File: config.mk
export PLATFORM = sky130hd
export DESIGN_NAME = rgb2hsv_stage2_px
export DESIGN_NICKNAME = d
export VERILOG_FILES = /design/src/rtl/rgb2hsv_pkg.sv /design/src/rtl/rgb2hsv_lane_calc.sv /design/src/rtl/rgb2hsv_stage2_px.sv
export SDC_FILE = /design/constraint.sdc
export NUM_CORES = 1
export LEC_CHECK = 0
export ABC_AREA = 1
export BUFFER_PORTS_ARGS = -buffer_cell sky130_fd_sc_hd__buf_2
export CAP_MARGIN = 20
export CORE_MARGIN = 2
export CORE_UTILIZATION = 45
export DETAILED_ROUTE_END_ITERATION = 6
export GPL_ROUTABILITY_DRIVEN = 1
export PLACE_DENSITY = 0.64
export SLEW_MARGIN = 30
export SYNTH_ARGS = -nofsm -noshare
export SYNTH_HDL_FRONTEND = slang
export SYNTH_SLANG_ARGS = --single-unit
File: constraint.sdc
create_clock -name clk -period 8.6 [get_ports clk]
set_input_delay 0.43 -clock clk [delete_from_list [all_inputs] [get_ports clk]]
set_output_delay 0.43 -clock clk [all_outputs]
set_load 0.05 [all_outputs]
File: src/rtl/rgb2hsv_pkg.sv
// Shared constants and width helpers for the RGB->HSV/HSL stage-2 pipeline.
package rgb2hsv_pkg;

   localparam logic [8:0] HUE_0   = 9'd0;
   localparam logic [8:0] HUE_120 = 9'd120;
   localparam logic [8:0] HUE_240 = 9'd240;
   localparam logic [8:0] HUE_360 = 9'd360;

   localparam int unsigned SCALE_V = 100;

   typedef enum logic {
      MODE_HSV = 1'b0,
      MODE_HSL = 1'b1
   } mode_e;

   // Signed hue numerator needs one extra bit over a channel.
   function automatic int unsigned hnum_w(input int unsigned w);
      return w + 1;
   endfunction

   // max*100 needs 7 extra bits since 100 < 2^7.
   function automatic int unsigned vscl_w(input int unsigned w);
      return w + 7;
   endfunction

endpackage

File: src/rtl/rgb2hsv_lane_calc.sv
// Combinational per-lane arithmetic: delta, hue numerator/offset, value term, sat denominator.
module rgb2hsv_lane_calc
   import rgb2hsv_pkg::*;
#(
   parameter int unsigned W = 8
) (
   input  logic [W-1:0] r,
   input  logic [W-1:0] g,
   input  logic [W-1:0] b,
   input  logic [W-1:0] in_max,
   input  logic [W-1:0] in_min,
   input  logic         mode,
   output logic [W-1:0] delta,
   output logic [W:0]   h_num,
   output logic [8:0]   h_add,
   output logic [W+6:0] v_scaled,
   output logic [W:0]   s_den,
   output logic         achrom,
   output logic         err
);

   localparam logic [W:0]   FS_EXT    = {1'b0, {W{1'b1}}};
   localparam logic [W:0]   TWO_FS    = {{W{1'b1}}, 1'b0};
   localparam logic [W+6:0] SCALE_EXT = (W+7)'(SCALE_V);

   logic         hue_err;
   logic [W:0]   l_sum;

   always_comb begin
      delta    = in_max - in_min;
      achrom   = (delta == '0);
      h_num    = '0;
      h_add    = HUE_0;
      hue_err  = 1'b0;
      // Ties resolve r first, then g, then b.
      if (in_max == r) begin
         h_num = {1'b0, g} - {1'b0, b};
         h_add = (g < b) ? HUE_360 : HUE_0;
      end else if (in_max == g) begin
         h_num = {1'b0, b} - {1'b0, r};
         h_add = HUE_120;
      end else if (in_max == b) begin
         h_num = {1'b0, r} - {1'b0, g};
         h_add = HUE_240;
      end else begin
         hue_err = 1'b1;
      end
      err      = hue_err | (in_min > in_max);
      v_scaled = {7'b0, in_max} * SCALE_EXT;
      l_sum    = {1'b0, in_max} + {1'b0, in_min};
      if (mode == MODE_HSL)
         s_den = (l_sum <= FS_EXT) ? l_sum : (TWO_FS - l_sum);
      else
         s_den = {1'b0, in_max};
   end

endmodule

File: src/rtl/rgb2hsv_stage2_px.sv
// Stage 2 of the RGB->HSV/HSL pipeline: LANES parallel lane calcs feeding a LAT-deep elastic register pipe.
module rgb2hsv_stage2_px
   import rgb2hsv_pkg::*;
#(
   parameter int unsigned W     = 8,
   parameter int unsigned LANES = 2,
   parameter int unsigned LAT   = 2
) (
   input  logic                          clk,
   input  logic                          rst,
   input  logic                          in_valid,
   output logic                          in_ready,
   input  logic                          mode,
   input  logic [LANES*W-1:0]            r,
   input  logic [LANES*W-1:0]            g,
   input  logic [LANES*W-1:0]            b,
   input  logic [LANES*W-1:0]            in_max,
   input  logic [LANES*W-1:0]            in_min,
   output logic                          out_valid,
   input  logic                          out_ready,
   output logic [LANES*W-1:0]            delta,
   output logic [LANES*hnum_w(W)-1:0]    h_num,
   output logic [LANES*9-1:0]            h_add,
   output logic [LANES*vscl_w(W)-1:0]    v_scaled,
   output logic [LANES*hnum_w(W)-1:0]    s_den,
   output logic [LANES*W-1:0]            out_max,
   output logic [LANES-1:0]              achrom,
   output logic [LANES-1:0]              err
);

   localparam int unsigned HW = hnum_w(W);
   localparam int unsigned VW = vscl_w(W);

   logic                   adv;
   logic [LANES*W-1:0]     c_delta;
   logic [LANES*HW-1:0]    c_h_num;
   logic [LANES*9-1:0]     c_h_add;
   logic [LANES*VW-1:0]    c_v_scaled;
   logic [LANES*HW-1:0]    c_s_den;
   logic [LANES-1:0]       c_achrom;
   logic [LANES-1:0]       c_err;

   logic                   vld_q      [LAT];
   logic [LANES*W-1:0]     delta_q    [LAT];
   logic [LANES*HW-1:0]    h_num_q    [LAT];
   logic [LANES*9-1:0]     h_add_q    [LAT];
   logic [LANES*VW-1:0]    v_scaled_q [LAT];
   logic [LANES*HW-1:0]    s_den_q    [LAT];
   logic [LANES*W-1:0]     max_q      [LAT];
   logic [LANES-1:0]       achrom_q   [LAT];
   logic [LANES-1:0]       err_q      [LAT];

   for (genvar l = 0; l < LANES; l++) begin : g_lane
      rgb2hsv_lane_calc #(.W(W)) u_calc (
         .r        (r[l*W +: W]),
         .g        (g[l*W +: W]),
         .b        (b[l*W +: W]),
         .in_max   (in_max[l*W +: W]),
         .in_min   (in_min[l*W +: W]),
         .mode     (mode),
         .delta    (c_delta[l*W +: W]),
         .h_num    (c_h_num[l*HW +: HW]),
         .h_add    (c_h_add[l*9 +: 9]),
         .v_scaled (c_v_scaled[l*VW +: VW]),
         .s_den    (c_s_den[l*HW +: HW]),
         .achrom   (c_achrom[l]),
         .err      (c_err[l])
      );
   end

   // Whole pipe advances together, gated only by the output slot.
   assign adv      = ~vld_q[LAT-1] | out_ready;
   assign in_ready = adv;

   always_ff @(posedge clk) begin
      if (rst) begin
         for (int unsigned i = 0; i < LAT; i++) begin
            vld_q[i]      <= 1'b0;
            delta_q[i]    <= '0;
            h_num_q[i]    <= '0;
            h_add_q[i]    <= '0;
            v_scaled_q[i] <= '0;
            s_den_q[i]    <= '0;
            max_q[i]      <= '0;
            achrom_q[i]   <= '0;
            err_q[i]      <= '0;
         end
      end else if (adv) begin
         vld_q[0]      <= in_valid;
         delta_q[0]    <= c_delta;
         h_num_q[0]    <= c_h_num;
         h_add_q[0]    <= c_h_add;
         v_scaled_q[0] <= c_v_scaled;
         s_den_q[0]    <= c_s_den;
         max_q[0]      <= in_max;
         achrom_q[0]   <= c_achrom;
         err_q[0]      <= c_err;
         for (int unsigned i = 1; i < LAT; i++) begin
            vld_q[i]      <= vld_q[i-1];
            delta_q[i]    <= delta_q[i-1];
            h_num_q[i]    <= h_num_q[i-1];
            h_add_q[i]    <= h_add_q[i-1];
            v_scaled_q[i] <= v_scaled_q[i-1];
            s_den_q[i]    <= s_den_q[i-1];
            max_q[i]      <= max_q[i-1];
            achrom_q[i]   <= achrom_q[i-1];
            err_q[i]      <= err_q[i-1];
         end
      end
   end

   assign out_valid = vld_q[LAT-1];
   assign delta     = delta_q[LAT-1];
   assign h_num     = h_num_q[LAT-1];
   assign h_add     = h_add_q[LAT-1];
   assign v_scaled  = v_scaled_q[LAT-1];
   assign s_den     = s_den_q[LAT-1];
   assign out_max   = max_q[LAT-1];
   assign achrom    = achrom_q[LAT-1];
   assign err       = err_q[LAT-1];

endmodule
Yosys cells after proc, flatten, opt, wreduce, memory -nomap -nowiden
Memory sizes are Yosys's and may differ from the RTL's.
Index checks and enable logic that the tools add are counted.
- register bits: 0
- memory bits (writable): 242
- input port bits: 85
- memories: 9
- add/sub/neg operators: 12
- multiply operators: 2
- magnitude comparators: 6
- eq/ne operators: 6
- mux-type cells: 47
- bitwise operators: 22
- reductions and logical operators: 2
- memory list (name ; words ; bits a word ; rd ports ; clocked after Yosys merged registers in ; write ports ; line ; text):
    v_scaled_q ; 2 ; 30 ; 2 ; 0 ; 2 ; rgb2hsv_stage2_px.sv:47 ; logic [LANES*VW-1:0] v_scaled_q [LAT];
    h_add_q ; 2 ; 18 ; 2 ; 0 ; 2 ; rgb2hsv_stage2_px.sv:46 ; logic [LANES*9-1:0] h_add_q [LAT];
    h_num_q ; 2 ; 18 ; 2 ; 0 ; 2 ; rgb2hsv_stage2_px.sv:45 ; logic [LANES*HW-1:0] h_num_q [LAT];
    s_den_q ; 2 ; 18 ; 2 ; 0 ; 2 ; rgb2hsv_stage2_px.sv:48 ; logic [LANES*HW-1:0] s_den_q [LAT];
    delta_q ; 2 ; 16 ; 2 ; 0 ; 2 ; rgb2hsv_stage2_px.sv:44 ; logic [LANES*W-1:0] delta_q [LAT];
    max_q ; 2 ; 16 ; 2 ; 0 ; 2 ; rgb2hsv_stage2_px.sv:49 ; logic [LANES*W-1:0] max_q [LAT];
    +3 memories ; - ; - ; - ; - ; - ; - ;
- operator list (operator ; number):
    $mux W9 ; 16
    $mux W18 ; 6
    $mux W16 ; 4
    $mux W30 ; 2
    $sub A8 B8 Y9 ; 6
    $eq A8 B8 Y1 ; 6
    $mul A8 B5 Y13 const B ; 2
    $or A1 B1 Y1 ; 21
    $add A8 B8 Y9 ; 2
    $le A9 B8 Y1 const B ; 2
    $sub A9 B9 Y9 const A ; 2
    $gt A8 B8 Y1 ; 2
    $logic_not A8 Y1 ; 2
    $lt A8 B8 Y1 ; 2
    $mux W8 ; 2
    $sub A8 B8 Y8 ; 2
    $mux W1 ; 13
    $mux W2 ; 4
    $not A1 Y1 ; 1

Logic depth before layout (Yosys ltp)
Gate-level depths: netlist of run 1.
An unclocked memory read counts as a cell.
- word-level depth: 7
- mapped depth: 18
- gate-level depth less buffers: 17

Hierarchy
Synthesis of run 1 repeated with hierarchy kept, for this count alone.
- cell total of the unflattened synthesis: 1976
- area total of the unflattened synthesis: 17058.9 um^2
- by module, submodules not included (module ; times used ; cells an instance ; area each (um^2) ; sequential area each (um^2)):
    rgb2hsv_stage2_px ; 1 ; 877 ; 10234.8 ; 7267.0
    rgb2hsv_lane_calc (g_lane[0].u_calc) ; 1 ; 548 ; 3439.5 ; 0.0
    rgb2hsv_lane_calc (g_lane[1].u_calc) ; 1 ; 551 ; 3384.5 ; 0.0

Worst setup path before layout of run 1
OpenSTA, ideal clock, no wires.
- path kind: register to register
- start point: memory vld_q[1][0] (netlist: vld_q[0][1])
- end point: memory achrom_q[0][0] (enable)
- arrival time: 5.321 ns
- data required time: 6.457 ns
- path slack: 1.136 ns
- stages on the path, launching flop included: 2
- clock period less this slack: 7.464 ns
- cell sequence: edfxtp_1 nand3_1
- RTL lines (element ; line ; text):
    start, declared ; rgb2hsv_stage2_px.sv:43 ; logic vld_q [LAT];
    end, declared ; rgb2hsv_stage2_px.sv:50 ; logic [LANES-1:0] achrom_q [LAT];

==> Implementation_results.wiki, run 1 <==
{| class="wikitable"
! Metric !! Value
|-
| Run status || completed
|-
| Detailed Place HPWL || about 27,000 um
|-
| Yosys warning total || 0
|-
| Worst R2R End || h_num_q[0][0]$_SDFFCE_PN0P_
|-
| Count of mapped cells out of synthesis || 1,720
|-
| Power per unit of standard cell area || 186 mW/mm^2
|-
| Pin count of the biggest net entering global routing || 85
|-
| Total number of vias || about 11,000
|-
| Insertion delay to the later sink of the worst-skew pair || 0.53 ns
|-
| Crit path top cell by count || ha_1
|-
| Leakage || 0.00823 uW
|-
| Reported max-cap violation count || 0
|-
| Reg2Reg Setup Slack || 5.99 ns
|-
| Num CTS Buffers || 24
|-
| Fraction of layout instances using a drive strength above 1 || 0.149
|-
| Setup TNS after final layout || 0 ns
|-
| Number of sinks on the clock net || approximately 210
|-
| Sequential cell area in the final layout || approximately 0.0062 mm^2
|-
| Count of flip-flops with a built-in enable after synthesis || between 200 and 250
|-
| TritonCTS clock tree || done
|-
| Final-layout fill cell count || between 3,000 and 4,000
|-
| Required arrival time at the worst endpoint || approximately 8.9 ns
|-
| Global-route usage over all layers || 0.206
|-
| Area overhead of the layout relative to synthesis || 9.16%
|-
| Cells on worst reg2reg path || 7
|-
| Hold-critical path endpoint || vld_q[0][0]$_SDFFCE_PN0P_
|-
| Clk slew on worst S/H paths || about 0.06 ns
|-
| Count of input and output buffers || between 150 and 200
|-
| Worst-case vdd ir drop || roughly 0.00016 V
|-
| Critical path capture point type || register
|-
| Setup repair after global routing missed its margin || no
|-
| Total of hold buffers inserted after clock tree synthesis || 0
|-
| Hold_ws || around 0.22 ns
|-
| Ranking of synthesized cells by area || edfxtp_1 42%, ha_1 12%, nand2_1 8.3%, inv_1 8.2%, buf_4 6.2%
|-
| Number of setup violations in the final report || 0
|-
| Minimum clock period || a little under 3 ns
|-
| Residual antenna-violating net count after detailed routing || 0
|-
| Standard cell core area || around 0.032 mm^2
|-
| Multi-input gate area || 0.00627 mm^2
|-
| Total overflow reported by the global router || 0
|-
| Main flop type after synthesis || edfxtp_1
|-
| Highest attainable clock frequency || between 300 and 400 MHz
|-
| Final Hold Fails || 0
|-
| Setup crit start kind || input pin
|-
| Die height || 184 um
|-
| Crit-path max FO || 9
|-
| Die ar. || around 0.034 mm^2
|-
| Mapped cell area || 0.0147 mm^2
|-
| Crit share post-route || 0.343
|-
| DRC || 0
|-
| Count of different cell masters after synthesis || 47
|-
| Top-level port count || between 200 and 250
|-
| Hold Startpoint || in_valid
|-
| Class of the tightest hold or removal check || input pin to register
|-
| Row cnt || 66
|-
| Final RePlAce weighted congestion || 0.931
|-
| Count of instances resized after the clock tree is built || 0
|-
| Worst-margin pin slew || 0.845 ns
|-
| Number of iterations in the first detailed-routing pass || 5
|-
| Hold Path Stages || 3
|-
| Data arrival time at the worst-slack endpoint || roughly 3.2 ns
|-
| Cell accounting for the most synthesized area || edfxtp_1
|-
| Slowest cell on the critical path || fa_1
|-
| CTS H-Tree Depth || 1
|-
| Sum of routed wire length over all layers || ~35,000 um
|-
| Iter 0 DRT Violations || 650
|-
| Clk root buf || clkbuf_16
|-
| Vias in the first global route || between 10,000 and 15,000
|-
| #FFs+latches synth || between 200 and 250
|-
| Fraction of registers with async set or reset after synthesis || 0
|-
| Worst-path cell chain || buf_2 > ha_1 > ha_1 > fa_1 > ha_1 > a21oi_1 > nand2_1 > a21o_1 > a21oi_1 > nor2_1 > o21ai_0 > nand3_1 > nand2_1 > nor2_1
|-
| Number of setup buffers added after CTS || 0
|-
| Number of antenna violations at the first check in global routing || 3
|-
| Max transition margin || 0.437
|-
| Peak per-stage delay on the critical path || slightly below 0.5 ns
|-
| Final count of pins violating max slew || 0
|-
| Routed wirelength normalized by instance count || 15.4 um
|-
| Number of nets in the layout || 2,052
|-
| Share of the yosys chip area belonging to registers || 0.422
|-
| Average via count per standard cell || around 4.8
|-
| Clock Skew || 0.0213 ns
|-
| Effective utilization at floorplan || 0.454
|-
| Category of the most critical setup path || input pin to register
|-
| Synth top area share || 0.422
|-
| Die outline width || ~180 um
|-
| First-pass GRT wire length || approximately 55,000 um
|-
| Worst R2R Start || vld_q[0][1]$_SDFFCE_PN0P_
|-
| Per-instance average area after synthesis || about 8.5 um^2
|-
| Buffer levels on the longest clock path || 3
|}
-- worst max-delay path, delay by kind of cell --
kind	cells	cell delay, ns
fa+ha+maj	4	1.48
buf+inv	1	0.22
simple gates	5	0.38
compound gates	4	0.72
-- worst max path at each step --
stage	from	end	slack, ns	cells after the start
2_1_floorplan	vld_q[0][1]$_SDFFCE_PN0P_	achrom_q[0][0]$_SDFFCE_PN0P_	1.14	1
3_3_place_gp	in_max[11]	v_scaled_q[0][28]$_SDFFCE_PN0P_	5.25	14
3_5_place_dp	in_max[11]	v_scaled_q[0][28]$_SDFFCE_PN0P_	5.12	14
4_1_cts	in_max[11]	v_scaled_q[0][28]$_SDFFCE_PN0P_	5.69	14
5_1_grt	in_max[11]	v_scaled_q[0][28]$_SDFFCE_PN0P_	5.45	14
6_report	in_max[11]	v_scaled_q[0][28]$_SDFFCE_PN0P_	5.65	14
-- power breakdown --
group	switching, uW	total, uW	internal [uW]
clock network	408	965	557
registers	27.9	1240	1210
logic	542	772	229
total	978	2980	2000
-- metal layers --
metal  part of all wire  track usage  vias up
met2               0.49        0.367      285
met1               0.44        0.261     5082
met5            0.00034            0        -
met4              0.023       0.0531        2
met3              0.049       0.0292       51
li1                   -            -     5583
-- cell usage after synthesis (5+ instances only) --
cell type,instances
o22ai_1,5
inv_1,320
and2_1,5
fa_1,16
ha_1,141
a21oi_1,86
edfxtp_1,206
nand2_1,325
o21ai_0,50
clkbuf_1,15
nand3_1,63
o221ai_1,7
nand4_1,34
buf_4,121
inv_2,5
o21bai_1,5
nand3b_1,6
xor2_1,17
nand2_2,8
nor2_1,218
xnor2_1,13
-- cell type report --
class,count,area share
Multi-Input combinational cell,1052,0.392
Sequential cell,206,0.387
Inverter,325,0.0763
Timing Repair Buffer,201,0.0639
Clock buffer,27,0.0396
Tap cell,442,0.0346
Clock inverter,14,0.00673
Antenna cell,2,0.000313
-- per-stage QoR --
stage          instances  area (um^2)  setup slack, ns   util  power [uW]
2_1_floorplan       1729        14700             1.14      -        1890
3_3_place_gp        2226        15200             5.25  0.472        2020
3_5_place_dp        2226        15200             5.12  0.472        2030
4_1_cts             2267        16000             5.69  0.495        3010
5_1_grt             2269        16000             5.45  0.495        3150
6_report            2269        16000             5.65  0.495        2980
-- layout by cell type, fill, tap and decap left out, drive strengths merged --
cell type  count
or2            6
o211ai         2
nor4           1
a211o          1
o21a           1
a31oi          2
o31ai          2
buf          201
nand2        334
nand3b         6
nand3         66
fa            16
nor3           3
ha           141
clkinvlp       3
nand4         34
clkbuf        27
xnor2         13
a211oi         1
a21o           3
bufinv         1
nor2         224
inv          326
o221ai         7
o22ai          5
o21ai         54
xor2          18
clkinv         9
a21oi         90
a21boi         2
edfxtp       206
and2           5
conb          10
o21bai         5
diode          2
-- cell families after synthesis --
kind of cell,after synthesis,share of synthesized area
XOR/XNOR,31,0.0190
other,1,0.000256
buffers and inverters,471,0.154
flip-flops,206,0.422
AND/OR/NAND/NOR,679,0.195
AO/OA/AOI/OAI,175,0.0675
adder cells (fa/ha/maj),157,0.142
-- sequential cells by signal, summed over array words and instances (netlist names) --
| register | flops |
|---|---|
| achrom_q | 4 |
| delta_q | 32 |
| err_q | 4 |
| h_add_q | 20 |
| h_num_q | 36 |
| max_q | 32 |
| s_den_q | 36 |
| v_scaled_q | 40 |
| vld_q | 2 |
No activity file was read; power rests on OpenSTA's default activity.
==> inputs of run 2 (changes only) <==
- ABC_AREA: 1 -> 0
- clock period: 8.6 -> 2.9 ns (I/O delays scaled with it)
==> run 2 against run 1 <==
  * Register-to-register slack worse by 5.3 ns
  * Area after synthesis down 0.84%
  * Sequential power rose to 3.0 times the previous value
  * Largest power group unchanged
==> Implementation_results.wiki, run 2 <==
{| class="wikitable"
! Metric !! Value
|-
| Vias in the first global route || around 9,600
|-
| DRC || 0
|-
| Slack of the critical path || 0.404 ns
|-
| Standard cell core area || 0.0316 mm^2
|-
| Hold_ws || 0.0860 ns
|-
| Required arrival time at the worst endpoint || 3.14 ns
|-
| Setup repair after global routing missed its margin || no
|-
| Synth top area share || 0.426
|-
| Per-instance average area after synthesis || around 11 um^2
|-
| Fraction of layout instances using a drive strength above 1 || 0.208
|-
| Count of instances resized after the clock tree is built || 0
|-
| Area overhead of the layout relative to synthesis || 11.8%
|-
| Mapped cell area || between 0.01 and 0.015 mm^2
|-
| Total number of vias || slightly below 10,000
|-
| Share of the yosys chip area belonging to registers || 0.426
|-
| Final RePlAce weighted congestion || ~0.9
|-
| Sum of routed wire length over all layers || roughly 33,000 um
|-
| Met2 Routed Length || around 15,000 um
|-
| Clock Skew || 0.00862 ns
|-
| Routed wirelength normalized by instance count || roughly 17 um
|-
| Commonest cells post-synth || 206 x edfxtp_1, 141 x ha_1, 126 x and2_1
|-
| Category of the most critical setup path || input pin to register
|-
| Highest attainable clock frequency || approximately 400 MHz
|-
| Effective utilization at floorplan || 0.459
|-
| Crit-path max FO || 3
|-
| Clk slew on worst S/H paths || 0.06 ns
|-
| Max Used Layer || met4
|-
| Most common cell in the synthesized netlist || edfxtp_1
|-
| Worst-case vdd ir drop || between 0.0003 and 0.0004 V
|-
| Worst R2R Start || vld_q[0][1]$_SDFFCE_PN0P_
|-
| Reported max-cap violation count || 0
|-
| Cell accounting for the most synthesized area || edfxtp_1
|-
| Insertion delay to the later sink of the worst-skew pair || between 0.5 and 0.6 ns
|-
| Top-level port count || between 200 and 250
|-
| Clk root buf || clkbuf_16
|-
| Pre-CTS setup slack || -0.142 ns
|-
| Leading cell type in the layout, fill and taps excluded || edfxtp_1
|-
| Die ar. || 0.0337 mm^2
|-
| Cells on worst reg2reg path || 5
|-
| Class of the tightest hold or removal check || input pin to register
|-
| Critical path capture point type || register
|-
| Top reg by flops || v_scaled_q
|-
| Hold Startpoint || in_max[3]
|-
| Minimum clock period || 2.50 ns
|-
| Crit share post-route || 0.861
|-
| Iter 0 DRT Violations || about 650
|-
| Fraction of registers with async set or reset after synthesis || 0
|-
| Leakage || around 0.0076 uW
|-
| Average via count per standard cell || between 5 and 6
|-
| Row cnt || 65
|-
| Run status || completed
|-
| Count of input and output buffers || 196
|-
| Residual antenna-violating net count after detailed routing || 0
|-
| Total overflow reported by the global router || 0
|-
| Flip-flop count of the largest register after layout || 40
|-
| Detailed-route wire length on metal 1 || about 15,000 um
|-
| Data arrival time at the worst-slack endpoint || 2.74 ns
|-
| Number of iterations in the first detailed-routing pass || 5
|-
| Die outline width || 184 um
|-
| Reg2Reg Setup Slack || 0.69 ns
|-
| Number of sinks on the clock net || slightly above 200
|-
| Routed met3 length || 1930 um
|-
| Final Hold Fails || 0
|-
| Final-layout fill cell count || approximately 2,900
|-
| Power per unit of standard cell area || between 500 and 600 mW/mm^2
|-
| Setup crit start kind || input pin
|-
| Max transition margin || 0.525
|-
| CTS H-Tree Depth || 1
|-
| Most frequent cells in the layout || 206 x edfxtp_1, 196 x buf_2, 141 x ha_1
|-
| Final count of pins violating max slew || 0
|-
| Number of nets in the layout || between 1,500 and 2,000
|-
| Num CTS Buffers || 23
|-
| Yosys warning total || 0
|-
| Hold-critical path endpoint || s_den_q[0][3]$_SDFFCE_PN0P_
|-
| Die height || around 180 um
|-
| Ranking of synthesized cells by area || edfxtp_1 43%, ha_1 12%, buf_4 6.2%, and2_1 5.4%, xnor2_1 3.5%
|-
| TritonCTS clock tree || done
|-
| Main flop type after synthesis || edfxtp_1
|-
| Final cell area excluding filler cells || between 0.015 and 0.02 mm^2
|-
| Cell Area, Placed || 0.0155 mm^2
|-
| Registers with the most flip-flops || v_scaled_q: 40 flops, h_num_q: 36 flops, s_den_q: 36 flops
|-
| Count of flip-flops with a built-in enable after synthesis || 206
|-
| Number of antenna violations at the first check in global routing || 0
|-
| Global-route usage over all layers || 0.193
|-
| Timing startpoint of the critical path || in_max[2]
|-
| Worst-margin pin slew || just over 0.7 ns
|-
| Count of different cell masters after synthesis || 80
|-
| #FFs+latches synth || between 200 and 250
|-
| Buffer levels on the longest clock path || 3
|-
| Count of mapped cells out of synthesis || approximately 1,400
|-
| Pin count of the biggest net entering global routing || 53
|-
| First-pass GRT wire length || 51,400 um
|-
| Detailed Place HPWL || between 20,000 and 30,000 um
|-
| Worst R2R End || h_num_q[0][17]$_SDFFCE_PN0P_
|-
| Antenna Cells || 0
|-
| Hold Path Stages || 3
|-
| Number of setup violations in the final report || 0
|}
## run 2: cell count changes after synthesis, sizes merged, moves of 12 or more
cell,change
and2,+121
clkbuf,+12
nand3,-57
nand4,-24
inv,-213
nor3,+19
xnor2,+45
a21oi,-51
nor2b,+30
xor2,+34
nor2,-120
nand2b,+25
nand2,-302
## run 2: how the worst max path moves through the flow
stage               slack, ns  cells past startpoint                         endpoint
detailed placement      -0.14                     12  v_scaled_q[0][14]$_SDFFCE_PN0P_
CTS                      0.41                     12  v_scaled_q[0][14]$_SDFFCE_PN0P_
global placement        -0.10                     12  v_scaled_q[0][14]$_SDFFCE_PN0P_
finish                   0.40                     12  v_scaled_q[0][14]$_SDFFCE_PN0P_
global route             0.19                     13  v_scaled_q[0][29]$_SDFFCE_PN0P_
floorplan                0.01                      2     achrom_q[0][0]$_SDFFCE_PN0P_
## run 2: report_power, final
part | switching, uW | internal (uW)
combinational | 1550 | 885
clock | 1150 | 1720
sequential | 63.4 | 3590
## run 2: through the flow
stage,util,power (uW),TNS (ns),instances
after floorplan,-,5630,0,1377
after CTS,0.514,9060,0,1918
after global placement,0.490,6110,-0.256,1875
after global routing,0.514,9430,0,1918
after detailed placement,0.490,6150,-0.529,1875
final,0.514,8950,0,1918
## run 2: what timing repair did
item / in CTS / in global routing
endpoints found under the hold margin: 1 / 0
buffers inserted: 0 / 0
hold buffers: 1 / 0
## run 2: cells by family (layout without fill, tap and decap cells)
group,Yosys count,in the layout,share of synthesized area
and+or+nand+nor,405,405,0.153
buffers and inverters,267,406,0.101
AOI/OAI and AO/OA,209,209,0.101
DFF,206,206,0.426
adders and majority gates,157,157,0.143
xor gates and xnor gates,110,110,0.0663
muxes,13,13,0.00939
other,1,10,0.000258
## run 2: critical path, stage by stage
cell	delay [ns]
buf_2	0.13
ha_1	0.30
ha_1	0.31
fa_1	0.46
ha_1	0.33
nor2b_1	0.15
o21ai_0	0.22
a21boi_0	0.15
o21ai_0	0.22
a21oi_1	0.12
xnor2_1	0.16
nor2_1	0.05
## run 2: layout make-up
type	instances	area, um^2	share of cell area
Multi-Input combinational cell	904	6920	0.426
Sequential cell	206	6190	0.381
Timing Repair Buffer	252	1470	0.0903
Clock buffer	25	583	0.0359
Tap cell	402	503	0.0310
Inverter	112	420	0.0259
Clock inverter	17	163	0.0100
## run 2: metal layers
layer | up-vias | GRT usage
met3 | 49 | 0.0347
met2 | 254 | 0.318
met4 | 0 | 0.0493
met1 | 4645 | 0.263
met5 | - | 0
li1 | 4928 | -
